`src/rtl/parallel_axis_frame_capture.sv`:
```
// Multi-frame AXIS capture sink: tlast alignment, frame-length checking, skip/decimation,
// one-shot or ring storage, and a synchronous read-first readback port.
module parallel_axis_frame_capture #(
  parameter int SAMP_PER_CLK = 2,
  parameter int SAMP_WIDTH   = 32,
  parameter int TUSER        = 8,
  parameter int FRAME_BEATS  = 8,
  parameter int FRAMES       = 2,
  localparam int DEPTH       = FRAMES * FRAME_BEATS,
  localparam int AW          = $clog2(DEPTH)
) (
  input  logic                             clk,
  input  logic                             rst_n,
  input  logic [SAMP_PER_CLK*SAMP_WIDTH-1:0] s_axis_tdata,
  input  logic                             s_axis_tvalid,
  output logic                             s_axis_tready,
  input  logic                             s_axis_tlast,
  input  logic [TUSER-1:0]                 s_axis_tuser,
  input  logic                             cfg_arm,
  input  logic                             cfg_stop,
  input  logic                             cfg_ring,
  input  logic [15:0]                      cfg_skip,
  input  logic [7:0]                       cfg_decim,
  input  logic                             rd_en,
  input  logic [AW-1:0]                    rd_addr,
  output logic [SAMP_PER_CLK*SAMP_WIDTH-1:0] rd_data,
  output logic [TUSER-1:0]                 rd_user,
  output logic                             rd_valid,
  output logic                             busy,
  output logic                             full,
  output logic                             done,
  output logic [15:0]                      frames_captured,
  output logic                             err_len
);

  localparam int DW = SAMP_PER_CLK * SAMP_WIDTH;
  localparam int BW = $clog2(FRAME_BEATS);

  typedef enum logic [2:0] {S_IDLE, S_SYNC, S_SKIP, S_CAPTURE, S_DONE} state_t;
  state_t state, state_n;

  logic            tready_r, ring_l, stop_pend, full_r, err_r;
  logic [AW-1:0]   wptr, frame_base, next_slot;
  logic [BW-1:0]   beat_cnt;
  logic [15:0]     skip_l, skip_cnt, fc;
  logic [7:0]      decim_l, decim_cnt;
  logic            beat, at_last, good_end, early_end, miss_end;
  logic            wr_frame, commit, stop_eff, slot_last;
  logic [TUSER+DW-1:0] mem [DEPTH];

  always_comb begin
    beat      = s_axis_tvalid && tready_r;
    at_last   = (beat_cnt == BW'(FRAME_BEATS - 1));
    good_end  = beat && s_axis_tlast && at_last;
    early_end = beat && s_axis_tlast && !at_last;
    miss_end  = beat && !s_axis_tlast && at_last;
    wr_frame  = (state == S_CAPTURE) && (decim_cnt == '0);
    commit    = wr_frame && good_end;
    stop_eff  = ring_l && (stop_pend || cfg_stop);
    slot_last = (frame_base == AW'(DEPTH - FRAME_BEATS));
    next_slot = slot_last ? '0 : frame_base + AW'(FRAME_BEATS);
    state_n   = state;
    if (cfg_arm) begin
      state_n = S_SYNC;
    end else begin
      unique case (state)
        S_SYNC:
          if (beat && s_axis_tlast) state_n = (skip_l != '0) ? S_SKIP : S_CAPTURE;
        S_SKIP:
          if (miss_end) state_n = S_SYNC;
          else if (good_end && skip_cnt == skip_l - 16'd1) state_n = S_CAPTURE;
        S_CAPTURE:
          // A pending ring stop ends at whatever closes the current frame, good or bad.
          if (good_end || early_end || miss_end) begin
            if (stop_eff) state_n = S_DONE;
            else if (miss_end) state_n = S_SYNC;
            else if (commit && !ring_l && fc == 16'(FRAMES - 1)) state_n = S_DONE;
          end
        default: state_n = state;
      endcase
    end
  end

  always_ff @(posedge clk or negedge rst_n) begin
    if (!rst_n) state <= S_IDLE;
    else        state <= state_n;
  end

  always_ff @(posedge clk or negedge rst_n) begin
    if (!rst_n) begin
      tready_r   <= 1'b0;
      ring_l     <= 1'b0;
      stop_pend  <= 1'b0;
      full_r     <= 1'b0;
      err_r      <= 1'b0;
      wptr       <= '0;
      frame_base <= '0;
      beat_cnt   <= '0;
      skip_l     <= '0;
      skip_cnt   <= '0;
      decim_l    <= '0;
      decim_cnt  <= '0;
      fc         <= '0;
    end else begin
      tready_r <= 1'b1;
      if (cfg_arm) begin
        ring_l     <= cfg_ring;
        skip_l     <= cfg_skip;
        decim_l    <= cfg_decim;
        stop_pend  <= 1'b0;
        full_r     <= 1'b0;
        err_r      <= 1'b0;
        wptr       <= '0;
        frame_base <= '0;
        beat_cnt   <= '0;
        skip_cnt   <= '0;
        decim_cnt  <= '0;
        fc         <= '0;
      end else begin
        if (state == S_CAPTURE && ring_l && cfg_stop) stop_pend <= 1'b1;
        if (state == S_SYNC && beat && s_axis_tlast) begin
          beat_cnt  <= '0;
          skip_cnt  <= '0;
          decim_cnt <= '0;
        end
        if ((state == S_SKIP || state == S_CAPTURE) && beat) begin
          beat_cnt <= (s_axis_tlast || at_last) ? '0 : beat_cnt + 1'b1;
          if (early_end || miss_end) err_r <= 1'b1;
          if (state == S_SKIP && good_end) skip_cnt <= skip_cnt + 16'd1;
          if (state == S_CAPTURE) begin
            if (good_end) decim_cnt <= (decim_cnt == decim_l) ? '0 : decim_cnt + 8'd1;
            if (wr_frame) begin
              if (commit) begin
                wptr       <= next_slot;
                frame_base <= next_slot;
                fc         <= fc + 16'd1;
                if (slot_last) full_r <= 1'b1;
              end else if (early_end || miss_end) begin
                wptr <= frame_base;
              end else begin
                wptr <= wptr + 1'b1;
              end
            end
          end
        end
      end
    end
  end

  always_ff @(posedge clk) begin
    if (!cfg_arm && wr_frame && beat) mem[wptr] <= {s_axis_tuser, s_axis_tdata};
  end

  always_ff @(posedge clk or negedge rst_n) begin
    if (!rst_n) begin
      rd_data  <= '0;
      rd_user  <= '0;
      rd_valid <= 1'b0;
    end else begin
      rd_valid <= rd_en;
      if (rd_en) {rd_user, rd_data} <= mem[rd_addr];
    end
  end

  assign s_axis_tready   = tready_r;
  assign busy            = (state == S_SYNC) || (state == S_SKIP) || (state == S_CAPTURE);
  assign done            = (state == S_DONE);
  assign full            = full_r;
  assign frames_captured = fc;
  assign err_len         = err_r;

endmodule

```
`config.mk`:
```
export PLATFORM = sky130hd
export DESIGN_NAME = parallel_axis_frame_capture
export DESIGN_NICKNAME = d
export VERILOG_FILES = /design/src/rtl/parallel_axis_frame_capture.sv
export SDC_FILE = /design/constraint.sdc
export NUM_CORES = 1
export LEC_CHECK = 0
export BUFFER_PORTS_ARGS = -buffer_cell sky130_fd_sc_hd__buf_4
export CELL_PAD_IN_SITES_DETAIL_PLACEMENT = 0
export CELL_PAD_IN_SITES_GLOBAL_PLACEMENT = 1
export CORE_UTILIZATION = 53
export DETAILED_ROUTE_END_ITERATION = 7
export GPL_TIMING_DRIVEN = 1
export PLACE_DENSITY_LB_ADDON = 0.1
export SLEW_MARGIN = 10
export SYNTH_ARGS = -nofsm -noshare
export SYNTH_HDL_FRONTEND = slang
export SYNTH_SLANG_ARGS = --single-unit
```
`constraint.sdc`:
```
create_clock -name clk -period 10.77 [get_ports clk]
set_input_delay 0.5385 -clock clk [delete_from_list [all_inputs] [get_ports clk]]
set_output_delay 0.5385 -clock clk [all_outputs]
set_load 0.02 [all_outputs]
```
* Word-level counts from Yosys, hierarchy flattened
Memory sizes are Yosys's and may differ from the RTL's. A register that Yosys moved wholly into a read port is not among the register bits.
Index checks and enable logic that the tools add are counted.
** Operators by class
- Add/sub/neg operators :: 7
- Reductions and logical operators :: 49
- Equal/unequal tests :: 13
- Mux-type cells :: 54
** Operator list (count)
- 16-bit 2-to-1 mux :: 9
- 4-bit 2-to-1 mux :: 12
- 8-bit 2-to-1 mux :: 6
- 3-bit 2-to-1 mux :: 12
- 16-bit by 1-bit adder with 16-bit output, second input constant :: 2
- 1-bit logical AND :: 20
- 16-bit by 1-bit equality test with 1-bit output, second input constant :: 1
- 16-bit equality test :: 1
- 16-bit nonzero test :: 1
- 16-bit by 1-bit subtractor with 16-bit output, second input constant :: 1
- 1-bit 2-to-1 mux :: 14
- 2-bit nonzero test :: 7
- 5-bit AND reduction :: 2
- 3-bit one-hot mux with 3 select lines :: 1
- 8-bit by 1-bit adder with 8-bit output, second input constant :: 1
- 8-bit equality test :: 1
- 8-bit zero test :: 1
- 1-bit logical OR :: 8
- 3-bit by 2-bit equality test with 1-bit output, second input constant :: 2
- 3-bit equality test, second input constant :: 2
- 1-bit zero test :: 5
- 5-bit by 4-bit != test with 1-bit output, second input constant :: 1
- 4-bit by 1-bit adder with 4-bit output, second input constant :: 1
- 4-bit adder, second input constant :: 1
- 11 further kinds :: 11
** Word-level totals
- Bits in writable memories :: 1152
- Memories kept :: 1
- Output and inout bits :: 94
- Register bits after elaboration :: 84
- Input port bits :: 108
- Word-level logic and storage cells :: 139
** Memories
- mem :: depth 16, width 72, read ports 1, clocked after Yosys merged registers in 1, wr ports 1, line 49 : logic [TUSER+DW-1:0] mem [DEPTH];

* Longest topological paths before layout
- Depth after elaboration :: 12
- Gate-level depth with buffers :: 10
- Depth with buffers taken out :: 9

* Worst setup path before layout
OpenSTA, ideal clock, no wires.
- Kind :: flip-flop to flip-flop
- Start :: register decim_cnt[0]
- End :: memory mem[14][0] in the netlist's numbering, enable pin
- Arrival time :: 4.940 ns
- Data required time :: 10.267 ns
- Cell stages (with the launch flop) :: 9
- Path slack :: 5.328 ns
- Path buffers :: 1
- Period minus slack after synthesis :: 5.442 ns
- Setup time :: 0.503 ns
- Cell sequence :: dfrtp_1 inv_1 ha_1 or4b_1 or2_1 nor3_1 clkbuf_1 nand2_1 nor2_1
** Between the ends
- Cells in the longest elaborated chain, start to end :: 6
** RTL lines
- from (decl) :: line 46 : logic [7:0] decim_l, decim_cnt;
- from (signal assigned) :: line 131 : if (good_end) decim_cnt <= (decim_cnt == decim_l) ? '0 : decim_cnt + 8'd1;
- 8-bit zero test :: line 57 : wr_frame = (state == S_CAPTURE) && (decim_cnt == '0);
- 1-bit logical AND :: line 57
- 1-bit logical AND (2 in series) :: line 151 : if (!cfg_arm && wr_frame && beat) mem[wptr] <= {s_axis_tuser, s_axis_tdata};
- 1-bit 2-to-1 mux :: line 151
- 1-bit 2-to-1 mux (implied by the code) :: line 151
- to (decl) :: line 49
No other way between the ends.

* Final worst setup path
- Start :: register decim_cnt[0]
- End :: memory mem[6][11] in the netlist's numbering, enable pin
The elaborated chain is that of the path after synthesis.

==> impl_results.md <==
- Synthesis Warnings: 0
- CTS clk-pin slew, worst paths: 60 ps
- Seq/Total Area, Yosys: 76.0%
- Top cells by area, synth: edfxtp_1, mux4_2, dfrtp_1, mux2_2, clkbuf_1
- RSZ-0062 raised after global routing: no
- Post-Route Skew: 21.7 ps
- Synth top area share: 68.3%
- Status: finished, final reports clean
- MaxCap Viol Count: 0
- Cell row count: 113
- Crit Path Category: flop to flop
- Pwr dens: 187 nW/µm²
- Starting Density: between 50% and 60%
- Final Hold Vio Count: 0
- EDFF count, synth: approximately 1.2k
- Gr usage total: 23.1%
- CTS resizes: 0
- Setup Buffers After CTS: 0
- Yosys reg bits: 1,308
- FFs w/ async S/R, synth: a little under an eighth
- Worst Max-Slew Pin Slew: roughly 1200 ps
- Ratio of cells with drive above 1 in the final layout: 34.5%
- Post-placement cell area: 53,600 µm²
- Commonest non-fill, non-tap cell in the layout: edfxtp_1
- Overall die width: 311 µm
- Post-Route WL: 109,000 µm
- DRC Markers: 0
- Die Y: 311 µm
- Synthesized area per cell: around 22 µm²
- Min Tclk post-route: 4130 ps
- Mapped Nets: 2,395
- Die ar.: 96,800 µm²
- Setup TNS: 0 ps
- Post-synthesis cell type count: 68
- Final setup fails: 0
- Cell taking the most area after synthesis: edfxtp_1
- Pin count of the biggest net entering global routing: 104
- Fillers: 6,664
- R2R Setup Slk: 6640 ps
- CP arrival: 4460 ps
- N_diodes: 0
- CTS max path bufs: 3
- Routed len/inst: 27.8 µm
- Hold crit path type: primary input to flop
- Clk Latency, worst-skew pair: 730 ps
- Nets: between 2k and 3k
- Maximum vdd ir drop: 0.135 mV
- CTS sink count: approximately 1.3k
- Critical-path maximum fanout: 47
- Root cell of the clock tree: clkbuf_16
- Post-synth top flop: edfxtp_1
- Syn-to-layout area delta: 14.4%
- Final worst path period share: a little under two fifths
- FMAX: between 200 and 250 MHz
- CTS buffer count: between 100 and 150
- Port bufs: 201
- Count of pins over their slew limit: 0
- 1st-iter DRT viols: 2,184
- Vias in the first global route: 25.0k
- Hpwl dp: 57,400 µm
- Setup crit start kind: flop
- CTS tree: built
- DRT Pass-1 Iters: 5
- Post-DRT Antenna Nets: 0
- Routed vias/inst: 6.08
- CORE AREA: around 95,000 µm²
- H-tree depth reported by CTS: 4
- Synth Cell Area: 50,700 µm²
- Vias after detailed routing: between 20k and 25k
- Relative slew margins: 21.3%
- Critical Path End Type: flop
- Synth Instances: about 2.3k
- Gpl congestion: 0.776
- CP Data Required Time: 11,100 ps
- Post-route cell area: 58,000 µm²
- Leak Pwr: 19.1 nW
- Initial antenna violation count: 5
- Grt ovf: 0
- Io pins: between 200 and 250
- First-pass GRT wire length: ~160,000 µm
- Most frequent cells in the layout: edfxtp_1, mux4_2, buf_4
-- flip-flops by register name, summed over array words and instances, names as in the netlist, 3 cells and up --
register,flops
state,3
mem,1152
decim_cnt,8
rd_user,8
frame_base,4
beat_cnt,3
wptr,4
frames_captured,16
skip_cnt,16
rd_data,64
skip_l,16
decim_l,8
-- path summary, 6_finish.rpt --
path,startpoint,end,depth (start not counted)
max,decim_cnt[0],mem[6][11],9
min,cfg_decim[1],decim_l[1],2
max reg2reg,decim_cnt[0],mem[6][11],9
min reg2reg,stop_pend,stop_pend,2
max in group asynchronous,rst_n,frames_captured[3],3
min in group asynchronous,rst_n,rd_data[55],2
-- routing by layer --
layer / GRT usage, % / part of all wire [%]
met5: 0 / 0.049
met4: 5.88 / 1.9
met3: 4.55 / 5.6
met2: 37.3 / 50
met1: 32.7 / 43
-- worst max-delay path: stages, from the launching register on --
cell and delay [ps]:
dfrtp_1 440, inv_1 90, ha_1 140, or4b_1 480, or2_1 290, nor3_1 150, buf_4 200, nand2b_1 180
nor2_4 860, buf_4 880
-- logic make-up after synthesis --
logic type	count (synthesis)	share of synthesized area [%]
DFF	1308	76.0
muxes	463	18.3
and+or+nand+nor	238	2.57
buffers and inverters	126	0.983
AOI/OAI and AO/OA	78	0.993
xor gates and xnor gates	47	0.828
adders and majority gates	13	0.321
other	1	0.00740
-- timing repair --
action / 4_1_cts / 5_1_grt
endpoints found under the setup margin: 0 / 0
endpoints found under the hold margin: 29 / 0
hold buffers: 6 / 0
-- through the flow --
stage          util [%]  instances  worst slack [ps]  hold slack (ps)  total power [W]
6_report           61.1       3913              6640             52.1           0.0108
5_1_grt            61.1       3913              6300             22.2           0.0112
4_1_cts            61.1       3913              6560            0.997           0.0109
2_1_floorplan         -       2274              5330              243          0.00615
3_5_place_dp       56.5       3657              6290              481          0.00645
3_3_place_gp       56.5       3657              6370              479          0.00643
-- cell usage after synthesis, types with 4 or more instances --
cell      number
nor3_1        11
or4_1          6
and3_1        14
dfrtp_1      156
a21oi_1       26
a211oi_1       6
xnor2_1       23
and2_1        11
a31oi_1        4
o21ai_0       16
nand3b_1       9
nand3_1       20
buf_1         28
buf_2          7
clkbuf_1      75
ha_1          13
nand2_1       32
nand4_1       12
mux4_2       360
mux2_2        99
or3_1         10
inv_1         12
nor2_1        63
edfxtp_1    1152
or2_2          4
xor2_1        23
nor2b_1       12
nor4_1         9
-- cell type report --
| class | count | area [µm²] | share of cell area (%) |
|---|---|---|---|
| clock buffers | 185 | 3690 | 6.37 |
| clock inverters | 65 | 568 | 0.980 |
| inverters | 12 | 45.0 | 0.0777 |
| multi-input cells | 840 | 11700 | 20.2 |
| flip-flops and latches | 1308 | 38500 | 66.4 |
| well taps | 1265 | 1580 | 2.73 |
| repair buffers | 238 | 1840 | 3.17 |
-- power breakdown --
group,internal [W],switching [W],total [W]
Sequential,0.00559,0.0000689,0.00566
Combinational,0.000307,0.000363,0.000670
Clock,0.00260,0.00188,0.00448
Total,0.00850,0.00231,0.0108
Power figures use the tool's default switching activity.
